$ cat src/rtl/axis_byte_packer.sv
// axis_byte_packer: packs an 8-bit AXI-Stream byte stream little-endian into
// 32-bit words with tstrb/tlast. Partial final words are zero-filled. Output
// packets are cut at MAX_WORDS words. Any remaining bytes start a new packet.
module axis_byte_packer #(
  parameter int DATA_WIDTH = 32,
  parameter int MAX_WORDS  = 4096,
  parameter int ADDR_WIDTH = 12
) (
  input  logic                      axis_aclk,
  input  logic                      axis_reset,
  input  logic [7:0]                s00_axis_tdata,
  input  logic                      s00_axis_tvalid,
  input  logic                      s00_axis_tlast,
  output logic                      s00_axis_tready,
  output logic [DATA_WIDTH-1:0]     m00_axis_tdata,
  output logic [DATA_WIDTH/8-1:0]   m00_axis_tstrb,
  output logic                      m00_axis_tvalid,
  output logic                      m00_axis_tlast,
  input  logic                      m00_axis_tready,
  output logic [15:0]               pkt_count,
  output logic                      split_flag
);

  // state | meaning
  // ST_IDLE | no packet open, next byte starts a packet
  // ST_PKT  | packet open, bytes are being packed
  typedef enum logic {ST_IDLE, ST_PKT} state_t;

  localparam int STRB_W = DATA_WIDTH / 8;
  localparam logic [ADDR_WIDTH-1:0] WCNT_LAST = ADDR_WIDTH'(MAX_WORDS - 1);

  state_t                  state_q, state_d;
  logic [1:0]              lane_q, lane_d;
  logic [23:0]             acc_q, acc_d;
  logic [ADDR_WIDTH-1:0]   wcnt_q, wcnt_d;
  logic [DATA_WIDTH-1:0]   tdata_q, tdata_d;
  logic [STRB_W-1:0]       tstrb_q, tstrb_d;
  logic                    tvalid_q, tvalid_d;
  logic                    tlast_q, tlast_d;
  logic [15:0]             pkt_count_q, pkt_count_d;
  logic                    split_q, split_d;

  logic                    s_ready;
  logic                    accept;
  logic                    word_done;
  logic                    out_last;
  logic [31:0]             word_c;
  logic [3:0]              strb_c;

  // Input ready only depends on the output register being free or draining.
  assign s_ready   = !axis_reset && (!tvalid_q || m00_axis_tready);
  assign accept    = s00_axis_tvalid && s_ready;
  assign word_done = (lane_q == 2'd3) || s00_axis_tlast;
  assign out_last  = s00_axis_tlast || (wcnt_q == WCNT_LAST);

  // Next-state logic: byte packing, word emission, packet bookkeeping.
  always_comb begin
    state_d     = state_q;
    lane_d      = lane_q;
    acc_d       = acc_q;
    wcnt_d      = wcnt_q;
    tdata_d     = tdata_q;
    tstrb_d     = tstrb_q;
    tvalid_d    = tvalid_q;
    tlast_d     = tlast_q;
    pkt_count_d = pkt_count_q;
    split_d     = split_q;
    word_c      = '0;
    strb_c      = '0;

    case (lane_q)
      2'd0:    begin word_c = {24'd0, s00_axis_tdata};              strb_c = 4'b0001; end
      2'd1:    begin word_c = {16'd0, s00_axis_tdata, acc_q[7:0]};  strb_c = 4'b0011; end
      2'd2:    begin word_c = {8'd0, s00_axis_tdata, acc_q[15:0]};  strb_c = 4'b0111; end
      default: begin word_c = {s00_axis_tdata, acc_q};              strb_c = 4'b1111; end
    endcase

    if (m00_axis_tready) tvalid_d = 1'b0;

    if (accept) begin
      state_d = ST_PKT;
      if (word_done) begin
        tdata_d  = DATA_WIDTH'(word_c);
        tstrb_d  = STRB_W'(strb_c);
        tvalid_d = 1'b1;
        tlast_d  = out_last;
        lane_d   = 2'd0;
        acc_d    = '0;
        if (out_last) begin
          wcnt_d      = '0;
          pkt_count_d = pkt_count_q + 16'd1;
          state_d     = ST_IDLE;
          // Cut at the depth boundary rather than at the input packet end.
          if (!s00_axis_tlast) split_d = 1'b1;
        end else begin
          wcnt_d = wcnt_q + ADDR_WIDTH'(1);
        end
      end else begin
        case (lane_q)
          2'd0:    acc_d[7:0]   = s00_axis_tdata;
          2'd1:    acc_d[15:8]  = s00_axis_tdata;
          default: acc_d[23:16] = s00_axis_tdata;
        endcase
        lane_d = lane_q + 2'd1;
      end
    end
  end

  // State register with synchronous reset; reset drops any partial/pending word.
  always_ff @(posedge axis_aclk) begin
    if (axis_reset) begin
      state_q     <= ST_IDLE;
      lane_q      <= '0;
      acc_q       <= '0;
      wcnt_q      <= '0;
      tdata_q     <= '0;
      tstrb_q     <= '0;
      tvalid_q    <= 1'b0;
      tlast_q     <= 1'b0;
      pkt_count_q <= '0;
      split_q     <= 1'b0;
    end else begin
      state_q     <= state_d;
      lane_q      <= lane_d;
      acc_q       <= acc_d;
      wcnt_q      <= wcnt_d;
      tdata_q     <= tdata_d;
      tstrb_q     <= tstrb_d;
      tvalid_q    <= tvalid_d;
      tlast_q     <= tlast_d;
      pkt_count_q <= pkt_count_d;
      split_q     <= split_d;
    end
  end

  assign s00_axis_tready = s_ready;
  assign m00_axis_tdata  = tdata_q;
  assign m00_axis_tstrb  = tstrb_q;
  assign m00_axis_tvalid = tvalid_q;
  assign m00_axis_tlast  = tlast_q;
  assign pkt_count       = pkt_count_q;
  assign split_flag      = split_q;

endmodule

$ cat config.mk
export PLATFORM = sky130hd
export DESIGN_NAME = axis_byte_packer
export DESIGN_NICKNAME = d
export VERILOG_FILES = /design/src/rtl/axis_byte_packer.sv
export SDC_FILE = /design/constraint.sdc
export NUM_CORES = 1
export LEC_CHECK = 0
export CAP_MARGIN = 20
export CORE_MARGIN = 2
export CORE_UTILIZATION = 33
export DETAILED_ROUTE_END_ITERATION = 7
export RECOVER_POWER = 25
export SYNTH_ARGS = -nofsm -noshare
export SYNTH_HDL_FRONTEND = slang
export SYNTH_SLANG_ARGS = --single-unit
$ cat constraint.sdc
create_clock -name axis_aclk -period 5.4 [get_ports axis_aclk]
set_clock_uncertainty 0.1 [all_clocks]
set_input_delay 1.62 -clock axis_aclk [delete_from_list [all_inputs] [get_ports axis_aclk]]
set_output_delay 1.62 -clock axis_aclk [all_outputs]
set_load 0.02 [all_outputs]
==> run_results.csv <==
group,metric,value,unit
run_status,outcome,"complete, but fails checks",
run_status,failed_checks,"capacitance limit, slew limit",
sta,fin_crit_sh,92.0,%
layout,regArea,0.00186,mm²
logic_synthesis,synth_nets,489,
routing,totalWireLength,10700,µm
logic_synthesis,synthArstFlopShare,0,%
clock_network,path_clk_slew,0.07,ns
die,die-width,115,µm
routing,drc,0,
clock_network,postCtsSetupRepairBufs,0,
layout,nets,537,
die,initial_core_util,33.9,%
sta,min_period,4.97,ns
grt,grt_usage,16.6,%
grt,grt_remaining_overflow,0,
layout,nFillCells,1181,
routing,dr_wl_met3,407,µm
routing,avgViaCountPerCell,5.41,
layout,n_antenna_cell,0,
worst_hold_path,holdCritPathClass,"reg2reg",
power_and_ir_drop,power.density,285,mW/mm²
sta,setup_slack,0.434,ns
sta,slew_violations,84,
logic_synthesis,synth_warnings,0,
placed_design,dp_hpwl,7150,µm
clock_network,cts-root-buf,"clkbuf_16",
power_and_ir_drop,leakage,1.88,nW
critical_path,crit_path_max_fanout,9,
clock_network,ctsHoldBuffers,0,
routing,top_layer,"met4",
sta,hold_viol_final,0,
logic_synthesis,synth_edf_count,0,
logic_synthesis,synthFlopType,"dfxtp_1",
clock_network,h-tree-depth,3,
run,max_cap_violations,1,
sta,slew_headroom,-16.1,%
layout,drive_gt1_share,6.69,%
routing,ant_nets,0,
layout,most-common-layout-cells,"dfxtp_1 (93), nor2_1 (73), nand2_1 (37), dlygate4sd3_1 (36), clkdlybuf4s50_1 (31)",
placed_design,io_buffers,68,
die,num_io_pins,69,
layout,multi_input_area,0.00204,mm²
logic_synthesis,postSynthCellCount,470,
layout,final_area,0.00512,mm²
die,core-area,0.0120,mm²
layout,fin_util,42.6,%
routing,met2_wirelength,5320,µm
sta,fmax,201,MHz
clock_network,ctsResizeCount,0,
grt,grt_max_degree,84,
critical_path,cp-start-kind,"input port",
sta,worstMarginPinSlew,1.74,ns
layout,area_growth,25.7,%
layout,final_common_cell,"dfxtp_1",
routing,wl_met1,4880,µm
logic_synthesis,netlist_area,0.00408,mm²
critical_path,cp.required,3.68,ns
critical_path,critPathKind,"in2out",
die,rows,40,
routing,first_pass_iters,4,
critical_path,crit_path_end_kind,"output pin",
clock_network,numCtsBuffers,9,
power_and_ir_drop,ir_drop,201,µV
sta,rsz0062_at_grt,"no",
logic_synthesis,ys_seq_elements,93,
routing,initialDrtViolationCount,303,
routing,vias,3623,
power_and_ir_drop,power,1.46,mW
clock_network,clk_path_buf_depth,2,
placed_design,placed_area,0.00482,mm²
clock_network,worstSkewPairLatency,0.35,ns
die,dieArea,0.0133,mm²
die,die_h,115,µm
grt,grt_pass1_wl,17600,µm
sta,fin_setup_tns,0,ns
grt,grt_pass1_vias,3427,
clock_network,cts_tree,"done",
critical_path,cp.arrival,3.25,ns
sta,setup_viol,0,
logic_synthesis,synth_area_per_cell,8.67,µm²
logic_synthesis,ys_seq_area_share,45.7,%
clock_network,clock_sinks,93,
placed_design,gp_congestion,0.775,
routing,wl_per_cell,16.0,µm
grt,antenna_found_initial,0,
placed_design,pre_cts_slack,0.427,ns
logic_synthesis,synthDistinctLibCells,45,
-- power breakdown --
group,total [mW],internal (mW),switching [mW]
Combinational,0.128,0.0478,0.0803
Sequential,0.709,0.700,0.00836
Clock,0.625,0.325,0.300
-- flip-flops by register name, indices dropped and copies added, names as in the netlist --
register         cells
acc_q               24
lane_q               2
m00_axis_tdata      32
m00_axis_tlast       1
m00_axis_tstrb       4
m00_axis_tvalid      1
pkt_count           16
split_flag           1
wcnt_q              12
-- routing by layer --
| metal | vias to the layer above | GRT usage, % |
|---|---|---|
| met2 | 72 | 28.6 |
| met3 | 12 | 4.01 |
| li1 | 1794 | - |
| met4 | 0 | 4.74 |
| met5 | - | 0 |
| met1 | 1745 | 20.8 |
-- per-stage QoR --
stage	std cells	hold WS [ns]
2_1_floorplan	470	0.354
3_3_place_gp	653	0.360
3_5_place_dp	653	0.368
4_1_cts	669	0.390
5_1_grt	670	0.406
6_report	670	0.374
-- cell usage after synthesis, types with 5 or more instances --
master	instances	share of area, %
a31oi_1	8	1.2
nand4_1	8	1.2
buf_2	9	1.1
and2_1	11	1.7
nor2b_1	6	0.92
buf_1	7	0.64
o31ai_1	11	2.0
o21ai_0	8	0.98
nor2_1	73	6.7
a22oi_1	8	1.5
ha_1	6	1.8
nor4_1	5	0.77
nor3_1	21	2.6
and3_1	5	0.77
or3_1	7	1.1
mux2i_1	25	6.1
nand3_1	16	2.0
dfxtp_1	93	46
a21oi_1	22	2.7
inv_1	5	0.46
clkbuf_1	18	1.7
nand2_1	37	3.4
or4_1	12	2.2
a221oi_1	8	1.7
a211oi_1	9	1.7
-- final timing paths --
kind	from	endpoint	slack, ns	depth (start not counted)
hold / removal	m00_axis_tstrb[0]	m00_axis_tstrb[0]	0.37	2
setup / recovery	m00_axis_tready	s00_axis_tready	0.43	4
setup reg to reg	lane_q[0]	pkt_count[15]	2.12	5
hold reg to reg	m00_axis_tstrb[0]	m00_axis_tstrb[0]	0.37	2
-- worst max-delay path: stages --
cell and delay, ns:
clkdlybuf4s50_1 0.41, nor2b_1 0.56, nor2_1 0.09, clkdlybuf4s50_1 0.56
-- cells by family after synthesis --
kind of cell,share of synthesized area (%)
buf+inv,4.60
fa+ha+maj,1.84
mux,6.97
xor+xnor,0.860
compound gates,14.3
simple gates,25.8
flops,45.7
-- cell type report --
| class | instances | area share (%) |
|---|---|---|
| clock buffer | 9 | 4.40 |
| clock inverter | 7 | 1.32 |
| inverter | 5 | 0.366 |
| multi-input combinational | 335 | 39.8 |
| sequential | 93 | 36.3 |
| tap | 147 | 3.59 |
| timing repair buffer | 74 | 14.2 |
(Power assumes the default switching activity.)
